### config.mk
export PLATFORM = sky130hd
export DESIGN_NAME = wb_cmd_master
export DESIGN_NICKNAME = d
export VERILOG_FILES = /design/src/rtl/wb_master_pkg.sv /design/src/rtl/wb_cmd_master.sv
export SDC_FILE = /design/constraint.sdc
export NUM_CORES = 1
export LEC_CHECK = 0
export CORE_AREA = 3 3 111 113
export CTS_BUF_LIST = sky130_fd_sc_hd__clkbuf_4 sky130_fd_sc_hd__clkbuf_8
export CTS_CLUSTER_SIZE = 40
export DETAILED_ROUTE_END_ITERATION = 16
export DIE_AREA = 0 0 114 116
export GPL_TIMING_DRIVEN = 0
export PLACE_DENSITY = 0.79
export SYNTH_ARGS = -nofsm -noshare
export SYNTH_HDL_FRONTEND = slang
export SYNTH_SLANG_ARGS = --single-unit
### constraint.sdc
create_clock -name wb_clk_i -period 2 [get_ports wb_clk_i]
set_input_delay 0.4 -clock wb_clk_i [delete_from_list [all_inputs] [get_ports wb_clk_i]]
set_output_delay 0.4 -clock wb_clk_i [all_outputs]
set_load 0.005 [all_outputs]
### src/rtl/wb_master_pkg.sv
//------------------------------------------------------------------------------
// wb_master_pkg
// Shared types and constants for the Wishbone command initiator.
//   state_e    : initiator FSM states (IDLE, BUS, RESP)
//   ST_OK      : bus cycle terminated by ack
//   ST_ERR     : bus cycle terminated by err (err wins over a simultaneous ack)
//   ST_TIMEOUT : bus cycle aborted because no ack/err arrived in time
//------------------------------------------------------------------------------
`timescale 1ns/1ps
package wb_master_pkg;

   typedef enum logic [1:0] {
      IDLE = 2'd0,
      BUS  = 2'd1,
      RESP = 2'd2
   } state_e;

   localparam logic [1:0] ST_OK      = 2'b00;
   localparam logic [1:0] ST_ERR     = 2'b01;
   localparam logic [1:0] ST_TIMEOUT = 2'b10;

endpackage

### src/rtl/wb_cmd_master.sv
//------------------------------------------------------------------------------
// wb_cmd_master
// Wishbone classic initiator. Takes one read/write command on a valid/ready
// port, runs a single-beat bus cycle, and returns data + status on a
// valid/ready response port. Every bus cycle is bounded by a timeout.
//
// Ports
//   wb_clk_i, wb_rst_ni         : clock, asynchronous active-low reset
//   cmd_valid/ready             : command handshake (ready only in IDLE)
//   cmd_we/addr/wdata/sel       : command fields, latched on acceptance
//   rsp_valid/ready             : response handshake
//   rsp_rdata, rsp_status       : read data (0 unless OK read), 00 OK/01 ERR/10 TIMEOUT
//   wbm_cyc_o/stb_o/we_o/adr_o/dat_o/sel_o : registered Wishbone master outputs
//   wbm_dat_i/ack_i/err_i       : Wishbone slave returns
//   busy                        : high whenever the FSM is not in IDLE
//------------------------------------------------------------------------------
`timescale 1ns/1ps
module wb_cmd_master
   import wb_master_pkg::*;
#(
   parameter int AW             = 32,
   parameter int DW             = 32,
   parameter int TIMEOUT_CYCLES = 255
) (
   input  logic            wb_clk_i,
   input  logic            wb_rst_ni,
   input  logic            cmd_valid,
   output logic            cmd_ready,
   input  logic            cmd_we,
   input  logic [AW-1:0]   cmd_addr,
   input  logic [DW-1:0]   cmd_wdata,
   input  logic [DW/8-1:0] cmd_sel,
   output logic            rsp_valid,
   input  logic            rsp_ready,
   output logic [DW-1:0]   rsp_rdata,
   output logic [1:0]      rsp_status,
   output logic            wbm_cyc_o,
   output logic            wbm_stb_o,
   output logic            wbm_we_o,
   output logic [AW-1:0]   wbm_adr_o,
   output logic [DW-1:0]   wbm_dat_o,
   output logic [DW/8-1:0] wbm_sel_o,
   input  logic [DW-1:0]   wbm_dat_i,
   input  logic            wbm_ack_i,
   input  logic            wbm_err_i,
   output logic            busy
);

   // $clog2(1) is 0, so clamp the counter to at least one bit.
   localparam int CW = (TIMEOUT_CYCLES > 0) ? $clog2(TIMEOUT_CYCLES + 1) : 1;
   // Counter value during the last permitted strobe cycle.
   localparam logic [CW-1:0] TC_LAST =
      CW'((TIMEOUT_CYCLES > 0) ? (TIMEOUT_CYCLES - 1) : 0);

   state_e            state_q,  state_d;
   logic [CW-1:0]     cnt_q,    cnt_d;
   logic              cyc_q,    cyc_d;
   logic              we_q,     we_d;
   logic [AW-1:0]     adr_q,    adr_d;
   logic [DW-1:0]     dat_q,    dat_d;
   logic [DW/8-1:0]   sel_q,    sel_d;
   logic              rvalid_q, rvalid_d;
   logic [DW-1:0]     rdata_q,  rdata_d;
   logic [1:0]        status_q, status_d;
   logic              timeout_hit;

   // A zero timeout disables the abort path entirely.
   assign timeout_hit = (TIMEOUT_CYCLES != 0) && (cnt_q == TC_LAST);

   always_comb begin
      state_d  = state_q;
      cnt_d    = cnt_q;
      cyc_d    = cyc_q;
      we_d     = we_q;
      adr_d    = adr_q;
      dat_d    = dat_q;
      sel_d    = sel_q;
      rvalid_d = rvalid_q;
      rdata_d  = rdata_q;
      status_d = status_q;

      case (state_q)
         IDLE: begin
            if (cmd_valid) begin
               state_d = BUS;
               cnt_d   = '0;
               cyc_d   = 1'b1;
               we_d    = cmd_we;
               adr_d   = cmd_addr;
               dat_d   = cmd_wdata;
               sel_d   = cmd_sel;
            end
         end

         BUS: begin
            if (wbm_ack_i || wbm_err_i || timeout_hit) begin
               // Any termination: drop the bus, clear the request fields and
               // present the response on the next cycle.
               state_d  = RESP;
               cnt_d    = '0;
               cyc_d    = 1'b0;
               we_d     = 1'b0;
               adr_d    = '0;
               dat_d    = '0;
               sel_d    = '0;
               rvalid_d = 1'b1;
               rdata_d  = '0;
               if (wbm_err_i) begin
                  status_d = ST_ERR;
               end else if (wbm_ack_i) begin
                  status_d = ST_OK;
                  if (!we_q) begin
                     rdata_d = wbm_dat_i;
                  end
               end else begin
                  status_d = ST_TIMEOUT;
               end
            end else begin
               cnt_d = cnt_q + CW'(1);
            end
         end

         RESP: begin
            if (rsp_ready) begin
               state_d  = IDLE;
               rvalid_d = 1'b0;
               rdata_d  = '0;
               status_d = ST_OK;
            end
         end

         default: begin
            state_d = IDLE;
         end
      endcase
   end

   always_ff @(posedge wb_clk_i or negedge wb_rst_ni) begin
      if (!wb_rst_ni) begin
         state_q  <= IDLE;
         cnt_q    <= '0;
         cyc_q    <= 1'b0;
         we_q     <= 1'b0;
         adr_q    <= '0;
         dat_q    <= '0;
         sel_q    <= '0;
         rvalid_q <= 1'b0;
         rdata_q  <= '0;
         status_q <= ST_OK;
      end else begin
         state_q  <= state_d;
         cnt_q    <= cnt_d;
         cyc_q    <= cyc_d;
         we_q     <= we_d;
         adr_q    <= adr_d;
         dat_q    <= dat_d;
         sel_q    <= sel_d;
         rvalid_q <= rvalid_d;
         rdata_q  <= rdata_d;
         status_q <= status_d;
      end
   end

   assign cmd_ready  = (state_q == IDLE);
   assign busy       = (state_q != IDLE);
   assign wbm_cyc_o  = cyc_q;
   assign wbm_stb_o  = cyc_q;
   assign wbm_we_o   = we_q;
   assign wbm_adr_o  = adr_q;
   assign wbm_dat_o  = dat_q;
   assign wbm_sel_o  = sel_q;
   assign rsp_valid  = rvalid_q;
   assign rsp_rdata  = rdata_q;
   assign rsp_status = status_q;

endmodule

# Word-level counts from Yosys, hierarchy flattened
# Index checks and enable logic that the tools add are counted.
totals:
  romBits: 0
  inputBits: 107
  n_memories: 0
  ramBits: 0
  latchBits: 0
  reg_bits: 115
op_classes:
  magnitude_cmp: 0
  n_addsub: 1
  shifts: 0
  n_div: 0
  muxes: 33
  reduce_logical: 10
  n_bitwise: 0
  eq_ne: 6
  n_mul: 0
op_table:
  columns: ["operator", "count"]
  rows:
  - ["$mux W32", 8]
  - ["$pmux W32 S2", 3]
  - ["$mux W8", 2]
  - ["$pmux W8 S2", 1]
  - ["$mux W2", 6]
  - ["$reduce_and A3 Y1", 3]
  - ["$add A8 B1 Y8 const B", 1]
  - ["$eq A8 B8 Y1 const B", 1]
  - ["$mux W4", 2]
  - ["$pmux W4 S2", 1]
  - ["$ne A2 B2 Y1 const B", 3]
  - ["$pmux W1 S2", 3]
  - ["$pmux W2 S3", 1]
  - ["$reduce_bool A2 Y1", 3]
  - ["$mux W1", 5]
  - ["$pmux W2 S2", 1]
  - ["$eq A2 B1 Y1 const B", 1]
  - ["$eq A2 B2 Y1 const B", 1]
  - ["$logic_not A2 Y1", 1]
  - ["$logic_or A1 B1 Y1", 2]
  - ["$reduce_and A2 Y1", 1]

# Logic depth before layout (Yosys ltp)
logic_depth:
  depth_word: 5
  ltp_mapped: 7
  mapped_depth_nobuf: 6

# Least setup slack after synthesis
# No wires, ideal clock.
synth_timing:
  kind: "flip-flop to flip-flop"
  from: "register cnt_q[0]"
  to: "register we_q (netlist: wbm_we_o)"
  arrival_ns: 1.339
  required_ns: 1.879
  n_path_buf: 1
  path_stages_with_launch: 8
  path_slack_ns: 0.540
  period_less_slack_ns: 1.460
  cell_sequence: "dfrtp_1 > inv_1 > ha_1 > nand3_1 > o21ai_2 > nand2_1 > buf_2 > a22o_1"
synth_via:
  elab_chain_cells: 4
synth_rtl:
  columns: ["item", "line_no", "rtl"]
  rows:
  - ["start: declaration", "wb_cmd_master.sv:56", "logic [CW-1:0] cnt_q, cnt_d;"]
  - ["start signal: assignment", "wb_cmd_master.sv:152", "cnt_q <= cnt_d;"]
  - ["$eq A8 B8 Y1", "wb_cmd_master.sv:68", "assign timeout_hit = (TIMEOUT_CYCLES != 0) && (cnt_q == TC_LAST);"]
  - ["$logic_or A1 B1 Y1", "wb_cmd_master.sv:96", "if (wbm_ack_i || wbm_err_i || timeout_hit) begin"]
  - ["$ne A2 B2 Y1 (no source line)", null, null]
  - ["$reduce_and A3 Y1 (no source line)", null, null]
  - ["end signal: assignment", "wb_cmd_master.sv:154", "we_q <= we_d;"]
  - ["end: declaration", "wb_cmd_master.sv:58", "logic we_q, we_d;"]
# Every way passes these cells.
# A chain may end at the register's enable or synchronous reset.

# Final worst setup path
layout_timing:
  from: "register cnt_q[0]"
  to: "register adr_q[6] (netlist: wbm_adr_o[6])"
layout_via:
  elab_chain_cells: 4
layout_rtl:
  columns: ["item", "line_no", "rtl"]
  rows:
  - ["$eq A8 B8 Y1", "wb_cmd_master.sv:68", null]
  - ["$logic_or A1 B1 Y1", "wb_cmd_master.sv:96", null]
  - ["$ne A2 B2 Y1 (no source line)", null, null]
  - ["$reduce_and A3 Y1 (no source line)", null, null]
  - ["end signal: assignment", "wb_cmd_master.sv:155", "adr_q <= adr_d;"]
  - ["end: declaration", "wb_cmd_master.sv:59", "logic [AW-1:0] adr_q, adr_d;"]
# Every way passes these cells.

==> summary.md <==
| Metric | Value |
|---|---|
| Status | `finished clean` |
| EDFF count, synth | `0` |
| Worst Path Required | `2.31 ns` |
| Critical Path AT | `2.16 ns` |
| Die height | `116 um` |
| Cell count after synthesis | `310` |
| Die width | `114 um` |
| Worst-path cell with the longest stage delay | `dfrtp_1` |
| GP Congestion | `0.816` |
| Multi-input logic area | `1300 sq um` |
| DP Worst Slack | `-0.238 ns` |
| First-pass GRT wire length | `20200 um` |
| I/O pin count | `215` |
| Sw power | `3.01 mW` |
| DRC | `0` |
| Drt first pass iters | `4` |
| Placed insts | `668` |
| Final instance area | `7140 sq um` |
| I/O Buffers | `214` |
| Remaining Overflow, GRT | `0` |
| Largest net degree at the start of global routing | `66` |
| Inserted Diodes | `0` |
| Area delta synth->final | `65.1%` |
| Vias in the first global route | `3883` |
| First DRT Iteration DRCs | `196` |
| Reg2Reg Setup Slack | `0.14 ns` |
| Clk buf depth | `2` |
| Fin. max-slew vios | `0` |
| R2R Path Start | `cnt_q[0]$_DFFE_PN0P_` |
| Headroom to the max-slew limit | `55.1%` |
| Routed Wire Length | `12800 um` |
| DIE AREA | `13200 sq um` |
| Final #Nets | `657` |
| Count of final setup violators | `0` |
| Crit. Startpoint | `cnt_q[0]$_DFFE_PN0P_` |
| Final Critical Period | `1.86 ns` |
| Clock slew at reported path FFs | `0.07 ns` |
| Number of CTS-inserted buffers | `17` |
| VDD IR-drop max | `0.908 mV` |
| Max-cap violations | `0` |
| Ys Warns | `0` |
| Synth Cell Area | `4320 sq um` |
| Clk_lat worst skew | `0.42 ns` |
| Reg2Reg Depth | `7` |
| Largest cells by area after synthesis | `dfrtp_1 67%, a22o_1 20%, buf_2 2.5%` |
| Layout cells sized above 1 | `12.1%` |
| Seq pwr share | `37.5%` |
| Clk network pwr share | `22.4%` |
| Crit path capture | `wbm_adr_o[6]$_DFFE_PN0P_` |
| CTS tree | `built` |
| Final hold slack | `0.497 ns` |
| Vias | `3626` |
| Total track usage | `19.6%` |
| H-tree Lvls | `4` |
| Initial core utilization | `37.9%` |
| Area share of the leading cell type in the synthesized netlist | `66.6%` |
| WL/cell | `18.1 um` |
| Final setup TNS | `0 ns` |
| CP Max Fanout | `10` |
| Pleak | `3.22 nW` |
| Synthesized area per cell | `13.9 sq um` |
| Initial antenna violation count | `0` |
| Core Util, Final | `62.5%` |
| Synth unique cells | `32` |
| Post-synthesis async set-or-reset flop share | `100%` |
| Total Power | `10.1 mW` |
| Synth Net Count | `419` |
| Clk_skew | `0.0104 ns` |
| RSZ-0062 raised after global routing | `false` |
| Reg area | `2880 sq um` |
| Slew @ Worst Pin | `0.673 ns` |
| CORE AREA | `11400 sq um` |
| Final period util | `92.8%` |
| Sinks on Clock Net | `115` |
| Sequential element share of the synthesized area | `66.6%` |
| DP Wirelength | `9430 um` |
| Gate power share | `40.1%` |
| Worst hold start | `wbm_adr_o[15]$_DFFE_PN0P_` |
| Synthesized flop and latch total | `115` |
| Critical path class | `reg -> reg` |
| Root Buffer | `clkbuf_8` |
| Critical path endpoint category | `flop` |
| Number of routed nets with antenna violations | `0` |
| P_int | `7.06 mW` |
| Top post-synthesis cells by count | `115 x dfrtp_1, 101 x a22o_1, 22 x buf_2, 9 x nand2_1, 8 x o21ai_0` |
| Synth area leader | `dfrtp_1` |
| Pwr dens | `1410 nW/um^2` |
| Final Hold Fails | `0` |
| Fill count | `900` |
| Fmax | `0.539 GHz` |
| Avg Vias per Cell | `5.15` |
| CP Launch Type | `flop` |
| Cell with the most instances after synthesis | `dfrtp_1` |
| Fin cells | `704` |
| Hold Path Class | `reg -> reg` |
| CP max stage delay | `0.42 ns` |
| Switching Fraction | `29.9%` |
| Final worst-path setup slack | `0.144 ns` |
| Area after DPL | `6670 sq um` |
| Commonest register cell after synthesis | `dfrtp_1` |
| Row count | `39` |
| FF-to-FF End | `wbm_adr_o[6]$_DFFE_PN0P_` |
| Crit path cell chain | `inv_1 > ha_1 > nand3_1 > o21ai_2 > nand2_1 > buf_2 > a22o_1` |
[power groups by stage]
stage / registers, mW / clock network [mW] / logic, mW
floorplan: 3.79 / 0 / 1.41
global placement: 3.77 / 0 / 3.93
detailed placement: 3.77 / 0 / 4.03
CTS: 3.78 / 2.32 / 4.07
global route: 3.89 / 2.43 / 4.35
finish: 3.78 / 2.25 / 4.03
[how the worst min path moves through the flow]
stage,end,slack (ns),cells past startpoint
floorplan,cnt_q[0]$_DFFE_PN0P_,0.10,0
global placement,wbm_adr_o[3]$_DFFE_PN0P_,0.48,1
detailed placement,rsp_rdata[16]$_DFFE_PN0P_,0.48,1
CTS,wbm_adr_o[15]$_DFFE_PN0P_,0.51,1
global route,rsp_rdata[1]$_DFFE_PN0P_,0.51,1
finish,wbm_adr_o[15]$_DFFE_PN0P_,0.50,1
[timing repair]
| item | in CTS | in global routing |
|---|---|---|
| setup endpoints to repair | 2 | 1 |
| resized for setup | 4 | 1 |
| endpoints found under the hold margin | 6 | 0 |
| buffers inserted | 1 | 2 |
| hold buffers | 1 | 0 |
| pin swaps | 0 | 0 |
[registers in the layout (all words and copies together), names as in the netlist, 2 cells and up]
signal      cells
cnt_q           8
rsp_rdata      32
rsp_status      2
state_q         2
wbm_adr_o      32
wbm_dat_o      32
wbm_sel_o       4
[area by class of cell]
cell class | instances | share of cell area, %
Sequential cell | 115 | 40.3
Tap cell | 143 | 2.51
Inverter | 4 | 0.210
Multi-Input combinational cell | 165 | 18.2
Timing Repair Buffer | 219 | 30.8
Clock inverter | 12 | 2.17
Clock buffer | 20 | 3.77
Buffer | 26 | 2.02
[worst max-delay path, delay by kind of cell, from the launching register on]
kind | cells | cell delay, ns
buffers and inverters | 2 | 0.35
adders and majority gates | 1 | 0.15
DFF | 1 | 0.42
and+or+nand+nor | 2 | 0.37
AOI/OAI and AO/OA | 2 | 0.43
[layout by cell type, fill, tap and decap left out, types with 3 or more instances in the layout]
cell	n
nor2b_1	3
bufinv_16	3
dfrtp_1	115
clkinv_4	3
o21ai_0	8
a21oi_1	6
nand2_1	9
clkdlybuf4s50_1	211
clkbuf_8	19
nand3_1	3
a21o_1	3
clkinv_2	3
buf_2	22
inv_1	4
nor3_1	3
a22o_1	101
buf_4	5
nor2_1	6
[metal layers]
metal | share of wire, % | routed length (um) | up-vias | global-route usage (%)
met5 | 0 | 0 | - | 0
met4 | 2.1 | 272 | 0 | 8.08
met3 | 8.0 | 1030 | 23 | 7.15
met2 | 47 | 6020 | 179 | 30.3
met1 | 43 | 5450 | 1778 | 25.0
li1 | - | - | 1646 | -
[cells by family after synthesis]
family / after synthesis / share of synthesized area (%)
buffers and inverters: 30 / 3.59
adders and majority gates: 2 / 0.579
and+or+nand+nor: 34 / 4.57
muxes: 1 / 0.231
AOI/OAI and AO/OA: 126 / 24.1
DFF: 115 / 66.6
xor gates and xnor gates: 2 / 0.405
Power figures use the tool's default switching activity.
